$ cat src/rtl/water_dispense_controller_pkg.sv
// Shared types and defaults for the water dispense controller.
// FSM encoding, default clamp value and a small sizing helper.
package water_dispense_controller_pkg;

  typedef enum logic [1:0] {
    IDLE   = 2'd0,
    SETTLE = 2'd1,
    POUR   = 2'd2,
    FINISH = 2'd3
  } state_t;

  localparam int DEFAULT_MAX_AMOUNT = 99;

  function automatic int max_int(input int a, input int b);
    return (a > b) ? a : b;
  endfunction

endpackage

$ cat src/rtl/water_dispense_controller_if.sv
// Request/status bundle between dispenser logic and the controller.
// master drives the request side, slave is the controller.
interface water_dispense_controller_if #(
  parameter int AMOUNT_WIDTH = 32
);
  logic [AMOUNT_WIDTH-1:0] amount;
  logic                    start;
  logic                    cancel;
  logic                    valve_open;
  logic                    busy;
  logic [AMOUNT_WIDTH-1:0] remaining;
  logic                    done;
  logic                    aborted;

  modport master (
    output amount, start, cancel,
    input  valve_open, busy, remaining, done, aborted
  );

  modport slave (
    input  amount, start, cancel,
    output valve_open, busy, remaining, done, aborted
  );
endinterface

$ cat src/rtl/water_dispense_controller_unit_timer.sv
// Loadable down-counter shared by settle and per-unit timing.
// Clear wins over load; the counter parks at zero.
module dispense_unit_timer #(
  parameter int WIDTH = 3
) (
  input  logic             clock,
  input  logic             reset,
  input  logic             load,
  input  logic             clear,
  input  logic [WIDTH-1:0] value,
  output logic             tc
);
  logic [WIDTH-1:0] count;

  // count down toward zero, synchronous clear/load
  always_ff @(posedge clock or posedge reset) begin
    if (reset) begin
      count <= '0;
    end else if (clear) begin
      count <= '0;
    end else if (load) begin
      count <= value;
    end else if (count != '0) begin
      count <= count - 1'b1;
    end
  end

  assign tc = (count == '0);
endmodule

$ cat src/rtl/water_dispense_controller.sv
// Pour sequencer: settle, then amount * CYCLES_PER_UNIT open-valve cycles.
// Cancel ends the pour early and leaves remaining at its current value.
module water_dispense_controller
  import water_dispense_controller_pkg::*;
#(
  parameter int AMOUNT_WIDTH    = 32,
  parameter int MAX_AMOUNT      = DEFAULT_MAX_AMOUNT,
  parameter int CYCLES_PER_UNIT = 50,
  parameter int SETTLE_CYCLES   = 2
) (
  input logic clock,
  input logic reset,
  water_dispense_controller_if.slave bus
);
  localparam int TW =
    $clog2(max_int(CYCLES_PER_UNIT, SETTLE_CYCLES) + 1);
  localparam logic [AMOUNT_WIDTH-1:0] MAX_A =
    AMOUNT_WIDTH'(MAX_AMOUNT);
  localparam logic [TW-1:0] UNIT_INIT =
    TW'(CYCLES_PER_UNIT - 1);
  localparam logic [TW-1:0] SETTLE_INIT =
    TW'(SETTLE_CYCLES - 1);

  state_t                  state, state_n;
  logic [AMOUNT_WIDTH-1:0] remaining, remaining_n;
  logic                    aborted, aborted_n;
  logic                    valve, valve_n;
  logic                    t_load, t_clear, t_tc;
  logic [TW-1:0]           t_value;

  dispense_unit_timer #(.WIDTH(TW)) timer (
    .clock (clock),
    .reset (reset),
    .load  (t_load),
    .clear (t_clear),
    .value (t_value),
    .tc    (t_tc)
  );

  // state and output registers
  always_ff @(posedge clock or posedge reset) begin
    if (reset) begin
      state     <= IDLE;
      remaining <= '0;
      aborted   <= 1'b0;
      valve     <= 1'b0;
    end else begin
      state     <= state_n;
      remaining <= remaining_n;
      aborted   <= aborted_n;
      valve     <= valve_n;
    end
  end

  // next-state, counters and timer control
  always_comb begin
    state_n     = state;
    remaining_n = remaining;
    aborted_n   = aborted;
    valve_n     = valve;
    t_load      = 1'b0;
    t_clear     = 1'b0;
    t_value     = '0;
    unique case (state)
      IDLE: begin
        if (bus.start && !bus.cancel) begin
          aborted_n = 1'b0;
          if (bus.amount != '0) begin
            remaining_n = (bus.amount > MAX_A) ? MAX_A
                                               : bus.amount;
            valve_n = 1'b1;
            t_load  = 1'b1;
            t_value = SETTLE_INIT;
            state_n = SETTLE;
          end else begin
            remaining_n = '0;
            state_n     = FINISH;
          end
        end
      end
      SETTLE: begin
        if (bus.cancel) begin
          valve_n   = 1'b0;
          aborted_n = 1'b1;
          t_clear   = 1'b1;
          state_n   = FINISH;
        end else if (t_tc) begin
          t_load  = 1'b1;
          t_value = UNIT_INIT;
          state_n = POUR;
        end
      end
      POUR: begin
        if (bus.cancel) begin
          valve_n   = 1'b0;
          aborted_n = 1'b1;
          t_clear   = 1'b1;
          state_n   = FINISH;
        end else if (t_tc) begin
          if (remaining > AMOUNT_WIDTH'(1)) begin
            remaining_n = remaining - 1'b1;
            t_load      = 1'b1;
            t_value     = UNIT_INIT;
          end else begin
            remaining_n = '0;
            valve_n     = 1'b0;
            t_clear     = 1'b1;
            state_n     = FINISH;
          end
        end
      end
      FINISH: begin
        state_n = IDLE;
      end
      default: begin
        state_n = IDLE;
      end
    endcase
  end

  assign bus.valve_open = valve;
  assign bus.busy       = (state != IDLE);
  assign bus.done       = (state == FINISH);
  assign bus.remaining  = remaining;
  assign bus.aborted    = aborted;
endmodule

$ cat src/flat_wrapper.sv
// flat-port wrapper written by rule: the top's interface ports become plain ports
module water_dispense_controller_flat import water_dispense_controller_pkg::*;
#(
  parameter int AMOUNT_WIDTH    = 32,
  parameter int MAX_AMOUNT      = DEFAULT_MAX_AMOUNT,
  parameter int CYCLES_PER_UNIT = 50,
  parameter int SETTLE_CYCLES   = 2
)
  (clock, reset, bus_amount, bus_start, bus_cancel, bus_valve_open, bus_busy, bus_remaining, bus_done, bus_aborted);
  water_dispense_controller_if #(.AMOUNT_WIDTH(AMOUNT_WIDTH)) bus_i ();
  input logic clock;
  input logic reset;
  input wire logic [$bits(bus_i.amount)-1:0] bus_amount;
  input wire logic [$bits(bus_i.start)-1:0] bus_start;
  input wire logic [$bits(bus_i.cancel)-1:0] bus_cancel;
  output wire logic [$bits(bus_i.valve_open)-1:0] bus_valve_open;
  output wire logic [$bits(bus_i.busy)-1:0] bus_busy;
  output wire logic [$bits(bus_i.remaining)-1:0] bus_remaining;
  output wire logic [$bits(bus_i.done)-1:0] bus_done;
  output wire logic [$bits(bus_i.aborted)-1:0] bus_aborted;
  assign bus_i.amount = bus_amount;
  assign bus_i.start = bus_start;
  assign bus_i.cancel = bus_cancel;
  assign bus_valve_open = bus_i.valve_open;
  assign bus_busy = bus_i.busy;
  assign bus_remaining = bus_i.remaining;
  assign bus_done = bus_i.done;
  assign bus_aborted = bus_i.aborted;
  water_dispense_controller #(.AMOUNT_WIDTH(AMOUNT_WIDTH), .MAX_AMOUNT(MAX_AMOUNT), .CYCLES_PER_UNIT(CYCLES_PER_UNIT), .SETTLE_CYCLES(SETTLE_CYCLES)) u_core (.clock(clock), .reset(reset), .bus(bus_i));
endmodule
$ cat config.mk
export PLATFORM = sky130hd
export DESIGN_NAME = water_dispense_controller_flat
export DESIGN_NICKNAME = d
export VERILOG_FILES = /design/src/rtl/water_dispense_controller_pkg.sv /design/src/rtl/water_dispense_controller_if.sv /design/src/rtl/water_dispense_controller_unit_timer.sv /design/src/rtl/water_dispense_controller.sv /design/src/flat_wrapper.sv
export SDC_FILE = /design/constraint.sdc
export NUM_CORES = 1
export LEC_CHECK = 0
export ABC_AREA = 1
export CAP_MARGIN = 20
export CORE_ASPECT_RATIO = 2
export CORE_MARGIN = 5
export CORE_UTILIZATION = 50
export CTS_CLUSTER_DIAMETER = 120
export CTS_CLUSTER_SIZE = 30
export DETAILED_ROUTE_END_ITERATION = 8
export PLACE_DENSITY = 0.81
export RECOVER_POWER = 50
export SYNTH_ARGS = -nofsm -noshare
export SYNTH_HDL_FRONTEND = slang
export SYNTH_SLANG_ARGS = --single-unit
$ cat constraint.sdc
create_clock -name clock -period 2.15 [get_ports clock]
set_clock_uncertainty 0.15 [all_clocks]
set_input_delay 0.3225 -clock clock [delete_from_list [all_inputs] [get_ports clock]]
set_output_delay 0.3225 -clock clock [all_outputs]
set_load 0.1 [all_outputs]
Word-level counts from Yosys, hierarchy flattened
Index checks and enable logic that the tools add are counted.
{"block": "classes", "n_mux": 49, "n_lt_le_gt_ge": 2, "addsub": 2, "eq_ne": 12, "n_reduce_logical": 16}
{"op": "$mux 32", "n": 6}
{"op": "$pmux 32 s2", "n": 1}
{"op": "$mux 6", "n": 9}
{"op": "$gt 32x1->1 const B", "n": 1}
{"op": "$gt 32x7->1 const B", "n": 1}
{"op": "$reduce_bool 32->1", "n": 1}
{"op": "$sub 32x1->32 const B", "n": 1}
{"op": "$mux 1", "n": 20}
{"op": "$pmux 6 s3", "n": 1}
{"op": "$mux 2", "n": 7}
{"op": "$ne 2x1->1 const B", "n": 4}
{"op": "$pmux 2 s4", "n": 1}
{"op": "$reduce_and 4->1", "n": 2}
{"op": "$logic_not 6->1", "n": 1}
{"op": "$ne 3x2->1 const B", "n": 2}
{"op": "$pmux 1 s3", "n": 2}
{"op": "$reduce_and 6->1", "n": 1}
{"op": "$reduce_bool 2->1", "n": 3}
{"op": "$reduce_bool 3->1", "n": 2}
{"op": "$reduce_bool 6->1", "n": 1}
{"op": "$sub 6x1->6 const B", "n": 1}
{"op": "$eq 2x2->1 const B", "n": 2}
{"op": "$ne 2x2->1 const B", "n": 2}
{"op": "$pmux 1 s2", "n": 2}
{"op": "other kinds (7)", "n": 7}
{"block": "totals", "in_bits": 36, "output_inout_bits": 36, "regBits": 42}

Depth between registers and ports, before layout
Gate-level depths: netlist of run 1.
{"block": "logic_depth", "word_depth": 7, "depth_mapped": 16}

Modules after synthesis
Synthesis of run 1 repeated with hierarchy kept, for this count alone.
{"block": "unflattened", "hier_cells": 534, "area_unflattened_um2": 3328.2}
{"mod": "water_dispense_controller", "area_each_um2": 2916.5, "seq_area_each_um2": 900.9, "cells_per_inst": 478, "instances": 1}
{"mod": "dispense_unit_timer", "area_each_um2": 411.6, "seq_area_each_um2": 150.1, "cells_per_inst": 56, "instances": 1}

Worst setup path after synthesis of run 1
OpenSTA, ideal clock, no wires.
{"block": "synth_path", "path_kind": "register -> register", "startpoint": "reg u_core.remaining[0], in the netlist u_core.bus.remaining[0]", "endpoint": "reg u_core.remaining[24], in the netlist u_core.bus.remaining[24]", "path_stages_with_launch": 14, "setup_slack_ns": -0.525, "n_path_buf": 2, "t_required_ns": 1.922, "arrival_ns": 2.447, "period_less_slack_ns": 2.675, "path_cell_list": "dfrtp_1 -> inv_1 -> ha_1 -> nand2_4 -> nor2_4 -> nand2_2 -> nand2_1 -> nand2_1 -> nand2_2 -> buf_6 -> buf_4 -> a21oi_1 -> o22ai_1 -> a21oi_1"}
{"block": "synth_via", "elab_chain_len": 5}
{"item": "from (decl)", "line": "water_dispense_controller.sv:25", "rtl": "logic [AMOUNT_WIDTH-1:0] remaining, remaining_n;"}
{"item": "from (signal assigned)", "line": "water_dispense_controller.sv:49", "rtl": "remaining <= remaining_n;"}
{"item": "$sub 32x1->32 or $gt 32x1->1 (tied branches)", "line": "water_dispense_controller.sv:101, water_dispense_controller.sv:100"}
{"item": "$mux 32 (*)", "line": "water_dispense_controller.sv:100", "rtl": "if (remaining > AMOUNT_WIDTH'(1)) begin"}
{"item": "$mux 32 (*)", "line": "water_dispense_controller.sv:99", "rtl": "end else if (t_tc) begin"}
{"item": "$mux 32 (*)", "line": "water_dispense_controller.sv:94", "rtl": "if (bus.cancel) begin"}
{"item": "$pmux 32 s2 (*)", "line": "water_dispense_controller.sv:64", "rtl": "unique case (state)"}
Every way passes the cells marked *; elsewhere a longest branch is shown, timed or not. The select of a mux whose other input is x is not followed.
A chain may end at the register's enable or synchronous reset.

Final worst setup path of run 1
{"block": "layout_path", "startpoint": "reg u_core.remaining[0], in the netlist u_core.bus.remaining[0]", "endpoint": "reg u_core.timer.count[5]"}
{"block": "layout_via", "elab_chain_len": 7}
{"item": "$gt 32x1->1 (*)", "line": "water_dispense_controller.sv:100"}
{"item": "$mux 6 or $mux 1 (tied branches)", "line": "water_dispense_controller.sv:100"}
{"item": "$mux 6 or $mux 1 (tied branches)", "line": "water_dispense_controller.sv:99"}
{"item": "$mux 6 or $mux 1 (tied branches)", "line": "water_dispense_controller.sv:94"}
{"item": "$pmux 6 s3 or $pmux 1 s3 (tied branches)", "line": "water_dispense_controller.sv:64"}
{"item": "$mux 6", "line": "water_dispense_controller_unit_timer.sv:21", "rtl": "end else if (load) begin"}
{"item": "$mux 6", "line": "water_dispense_controller_unit_timer.sv:19", "rtl": "end else if (clear) begin"}
{"item": "to (signal assigned)", "line": "water_dispense_controller_unit_timer.sv:22", "rtl": "count <= value;"}
{"item": "to (signal assigned)", "line": "water_dispense_controller_unit_timer.sv:24", "rtl": "count <= count - 1'b1;"}
{"item": "to (decl)", "line": "water_dispense_controller_unit_timer.sv:13", "rtl": "logic [WIDTH-1:0] count;"}
Every way passes the cells marked *; elsewhere a longest branch is shown, timed or not.

==> impl_metrics.ini, run 1 <==
[global_route]
grt_max_degree = 43
overflow = 0
grtUsageTotal = 0.2435
grt_pass1_vias = 3363
grt_pass1_wl_um = 14840
antenna_found_initial = 0

[routing]
drt_iter0_markers = 258
via_per_inst = 5.559
routedWlPerCell_um = 15.07
drc_errors = 0
wl_um = 9026
firstDrtPassIters = 4
vias = 3330
drtAntennaViolNets = 0

[synthesis]
netlist-cell-type-count = 36
synth_most_common_cell = nand2_1
synth_nets = 482
synth.top_cell.area_share = 0.3529
synth_top_cell_by_area = dfrtp_1
netlist_area_mm2 = 0.002978
synth_cells = 438
synth.avg_cell_area_um2 = 6.799
synth_edf_count = 0
synth_common_cells = nand2_1 (82), nor2_1 (71), inv_1 (63)
ys_ff_latch = 42
synth_top_flop_cell = dfrtp_1
synth.area.top_cells = dfrtp_1 (35%), nand2_1 (10%), nor2_1 (8.9%)
async_flop_share = 1.000
yosysWarnings = 0
yosysSeqAreaShare = 0.3529

[power_and_ir_drop]
power.leakage_nw = 1.980
p_total_mw = 5.120
vdd_drop_max_v = 0.001313
p_per_area_mw_per_mm2 = 1220

[setup_path]
path_class = flop to flop
endpoint_kind = flop
cp.required_ps = 2180
crit_arrival_ps = 2110
cp-start-kind = flop
cp_max_fo = 5

[clock_network]
clk_pin_slew_ps = 70
clockBufferDepth = 2
htree_levels = 2
cts_tree = yes
cts_sinks = 42
cts_made_buffers = 5
root_buffer = clkbuf_16
clk-insertion-delay-late_ps = 290

[floorplanning]
die_x_um = 64.57
coreArea_mm2 = 0.005758
io_pins = 72
rows = 39
initial_core_util = 0.5172
dieArea_mm2 = 0.007693
die_h_um = 119.1

[final_layout]
area_delta_synth_final_pct = 40.97
n_antenna_cell = 0
fill_cells = 497
final_layout_size_suffix_gt1_frac = 0.2770
instances_no_fill = 599
nNetsFinal = 581

[sta]
fin_ws_ps = 68.93
hold_violations = 0
slew_violations = 0
tightest_slew_ps = 1087
slew-limit-headroom = 0.2752
fmax_mhz = 480.5
fin_crit_sh = 0.9679
setup_viol = 0
finalCriticalPeriod_ps = 2081

[placement]
place_inst = 586
pre_cts_ws_ps = -28.76
hpwlAfterDp_um = 6960
gp_congestion = 0.9219
port_buffers = 71

[run]
cap_violations = 0

[min_path]
min_path_type = flop to flop

[run_status]
status = complete, no violations
[cells by family (layout without fill, tap and decap cells)]
logic type / Yosys count / count (layout) / synth area share
AO/OA/AOI/OAI: 81 / 81 / 0.1504
XOR/XNOR: 8 / 8 / 0.02353
adder cells (fa/ha/maj): 8 / 8 / 0.03361
buffers and inverters: 74 / 174 / 0.1013
flip-flops: 42 / 42 / 0.3529
AND/OR/NAND/NOR: 225 / 225 / 0.3382
[area by class of cell]
cell class | instances | area (µm²) | area share
timing repair buffer | 100 | 859.6 | 0.2048
inverter | 66 | 256.5 | 0.06110
sequential | 42 | 1097 | 0.2614
tap | 61 | 76.32 | 0.01818
multi-input combinational | 322 | 1709 | 0.4072
clock inverter | 2 | 60.06 | 0.01431
clock buffer | 6 | 138.9 | 0.03308
[power breakdown]
group | internal, mW | leakage (nW) | switching [mW]
combinational | 0.967 | 1.38 | 1.95
sequential | 0.982 | 0.502 | 0.187
clock | 0.698 | 0.0971 | 0.334
[worst max-delay path: stages (launching register included)]
cell and delay, ps:
dfrtp_4 510, inv_4 80, ha_4 150, nand2_4 70
nor2_4 100, nand2_2 90, nand2_1 90, nand2_2 80
o21ai_1 190, nand2_1 170, nand2_1 110, inv_1 60
nand2_1 60, nor2_1 50
[what timing repair did]
| action | 4_1_cts | 5_1_grt |
|---|---|---|
| setup endpoints to repair | 0 | 29 |
| resized for setup | 0 | 18 |
| hold buffers | 0 | 0 |
| setup buffers | 0 | 5 |
| hold endpoints to repair | 0 | 0 |
[placed cells by master (no fill, tap or decap), types with 2 or more instances in the layout]
cell,n
o31ai_1,2
nand4_1,11
or2_2,3
o21ai_1,14
buf_4,41
a21oi_1,23
nand3_1,29
dfrtp_1,9
xor2_1,5
dfrtp_2,31
bufinv_16,2
clkdlybuf4s50_1,34
nand2_4,3
a31oi_1,2
nor2_2,6
ha_4,2
nor2_1,65
o211ai_1,8
inv_4,2
nor3_2,4
nor3_1,7
clkbuf_16,5
nand3_2,3
clkbuf_2,18
inv_1,56
o21ai_0,25
ha_1,6
dfrtp_4,2
buf_12,5
nand2_1,80
xnor2_1,3
inv_2,7
nand2_2,6
nor2_4,4
nor4_1,3
[metal layers]
layer / global-route usage / vias up / part of all wire
li1: - / 1619 / -
met3: 0.04237 / 36 / 0.049
met2: 0.4598 / 119 / 0.55
met5: 0 / - / 0
met4: 0.1483 / 0 / 0.057
met1: 0.2354 / 1556 / 0.35
[registers in the layout (all words and copies together), names as in the netlist]
register               count
u_core.bus.remaining      32
u_core.bus.aborted         1
u_core.bus.valve_open      1
u_core.state               2
u_core.timer.count         6
[per-stage QoR]
stage	hold slack [ps]	util	TNS [ps]	instance area [µm²]
final	342.9	0.7290	0	4198
after global routing	406.1	0.7290	-34.69	4198
after CTS	347.9	0.7216	0	4155
after detailed placement	330.0	0.6871	-40.02	3956
after global placement	326.4	0.6871	0	3956
after floorplan	343.2	-	-3450	3083
[path summary, 6_finish.rpt]
check / startpoint / endpoint / slack (ps) / depth (start not counted)
max: u_core.bus.remaining[0]$_DFFE_PP0P_ / u_core.timer.count[5]$_DFFE_PP0P_ / 70 / 13
min in group asynchronous: reset / u_core.state[0]$_DFFE_PP0P_ / 670 / 3
max reg2reg: u_core.bus.remaining[0]$_DFFE_PP0P_ / u_core.timer.count[5]$_DFFE_PP0P_ / 70 / 13
max in group asynchronous: reset / u_core.bus.remaining[0]$_DFFE_PP0P_ / 390 / 3
min reg2reg: u_core.bus.valve_open$_DFFE_PP0P_ / u_core.bus.valve_open$_DFFE_PP0P_ / 340 / 2
min: u_core.bus.valve_open$_DFFE_PP0P_ / u_core.bus.valve_open$_DFFE_PP0P_ / 340 / 2
(Power assumes the default switching activity.)
==> run 2: changes to the inputs <==
--- a/config.mk
+++ b/config.mk
@@ -11,10 +11,10 @@
 export CORE_MARGIN = 5
 export CORE_UTILIZATION = 50
 export CTS_CLUSTER_DIAMETER = 120
-export CTS_CLUSTER_SIZE = 30
 export DETAILED_ROUTE_END_ITERATION = 8
 export PLACE_DENSITY = 0.81
 export RECOVER_POWER = 50
+export SETUP_SLACK_MARGIN = 0.4
 export SYNTH_ARGS = -nofsm -noshare
 export SYNTH_HDL_FRONTEND = slang
 export SYNTH_SLANG_ARGS = --single-unit
==> impl_metrics.ini, run 2 (synthesis gave the netlist of run 1 again) <==
[floorplanning]
coreArea_mm2 = 0.005758
initial_core_util = 0.5172
die_h_um = 119.1
rows = 39
die_x_um = 64.57
dieArea_mm2 = 0.007693
io_pins = 72

[setup_path]
cp.required_ps = 2180
reg2reg_setup_slack_ps = 30
r2r_start = u_core.bus.remaining[1]$_DFFE_PP0P_
reg2reg_depth = 10
reg2reg_to = u_core.bus.remaining[29]$_DFFE_PP0P_
path_class = flop to flop
cp_max_fo = 4
endpoint_kind = flop
cp-start-kind = flop
crit_arrival_ps = 2150

[min_path]
holdPathEnd = u_core.bus.valve_open$_DFFE_PP0P_
hold_depth = 2
hold_start = u_core.bus.valve_open$_DFFE_PP0P_
min_path_type = flop to flop

[placement]
place_inst = 586
hpwlAfterDp_um = 6886
gp_congestion = 0.9157
port_buffers = 71
post_dp_cell_area_mm2 = 0.003949

[final_layout]
nNetsFinal = 620
instances_no_fill = 638
layout_common_cells = nand2_1 (67), buf_4 (64), inv_1 (46)
n_antenna_cell = 0
layout_commonest_cell = nand2_1
finalInstanceArea_mm2 = 0.004890
reg.largest.list = u_core.bus.remaining (32), u_core.timer.count (6), u_core.state (2)
largest_reg_flops = 32
area_delta_synth_final_pct = 64.20
regMostFlops = u_core.bus.remaining
final_layout_size_suffix_gt1_frac = 0.4454

[sta]
finalCriticalPeriod_ps = 2125
grt_setup_unrepaired = yes
setup_viol = 0
hold_violations = 0
tightest_slew_ps = 1126
fin_crit_sh = 0.9882
fmax_mhz = 470.6
slew_violations = 0
slew-limit-headroom = 0.2493

[routing]
routedWlPerCell_um = 18.32
drc_errors = 0
via_per_inst = 5.945
wl_um = 11690
vias = 3793
drtAntennaViolNets = 0
firstDrtPassIters = 6
drt_iter0_markers = 466

[global_route]
overflow = 0
grt_pass1_vias = 3682
grt_max_degree = 43
antenna_found_initial = 0
grt_pass1_wl_um = 15840
grtUsageTotal = 0.2604

[clock_network]
root_buffer = clkbuf_16
cts_tree = yes
clk_pin_slew_ps = 70
cts_made_buffers = 5
clk-insertion-delay-late_ps = 290
clockBufferDepth = 2
cts_sinks = 42
htree_levels = 2

[run_status]
status = complete, no violations

[power_and_ir_drop]
vdd_drop_max_v = 0.001247
power.leakage_nw = 2.237
p_per_area_mw_per_mm2 = 1204
p_total_mw = 5.888

[run]
cap_violations = 0
==> run 2: metrics by stage <==
step	utilization	hold slack (ps)	setup TNS (ps)	worst slack, ps
global placement	0.6858	322.0	0	81.53
CTS	0.7742	345.3	0	186.4
finish	0.8492	343.2	0	25.27
global route	0.8492	381.2	-122.1	-68.11
detailed placement	0.6858	327.9	0	31.20
floorplan	-	343.7	-3450	-171.0
==> run 2: worst max-delay path: stages (launching register included) <==
cell and delay [ps]:
dfrtp_4 520, nor2_4 140, nand3_2 80, nor2_2 140, buf_6 120, nand4_1 240, buf_4 250, nor3_4 160
nand2_1 90, nand3_1 70, o21ai_1 60
==> run 2: cell type report <==
type / instances / area [µm²]
Multi-Input combinational cell: 322 / 2054
Timing Repair Buffer: 139 / 1245
Sequential cell: 42 / 1096
Fill cell: 317 / 868.3
Inverter: 66 / 270.3
Clock buffer: 7 / 142.6
Tap cell: 61 / 76.32
Clock inverter: 1 / 5.005
==> run 2: worst max path at each step <==
stage	end	startpoint	slack (ps)	cells past startpoint
6_report	u_core.bus.remaining[29]$_DFFE_PP0P_	u_core.bus.remaining[1]$_DFFE_PP0P_	30	10
5_1_grt	u_core.timer.count[4]$_DFFE_PP0P_	u_core.bus.remaining[21]$_DFFE_PP0P_	-70	14
4_1_cts	u_core.timer.count[5]$_DFFE_PP0P_	u_core.bus.remaining[1]$_DFFE_PP0P_	190	15
3_5_place_dp	u_core.bus.remaining[8]$_DFFE_PP0P_	bus_cancel	30	11
3_3_place_gp	u_core.bus.remaining[9]$_DFFE_PP0P_	u_core.bus.remaining[14]$_DFFE_PP0P_	80	12
2_1_floorplan	u_core.bus.remaining[8]$_DFFE_PP0P_	u_core.state[1]$_DFFE_PP0P_	-170	11
==> run 2: per-layer routing <==
layer / share of wire / track usage
met5: 0 / 0
met3: 0.068 / 0.05085
met2: 0.54 / 0.4942
met1: 0.33 / 0.2315
met4: 0.069 / 0.1907
==> run 2: power by group <==
group	internal (mW)	switching (mW)
clock network	0.462	0.337
logic	1.49	2.40
registers	0.981	0.218
==> run 2: repair_timing <==
item / 4_1_cts / 5_1_grt
setup endpoints to repair: 42 / 43
setup buffers: 23 / 18
pin swaps: 20 / 28
gates cloned: 1 / 2
resized for setup: 56 / 92
hold buffers: 0 / 0
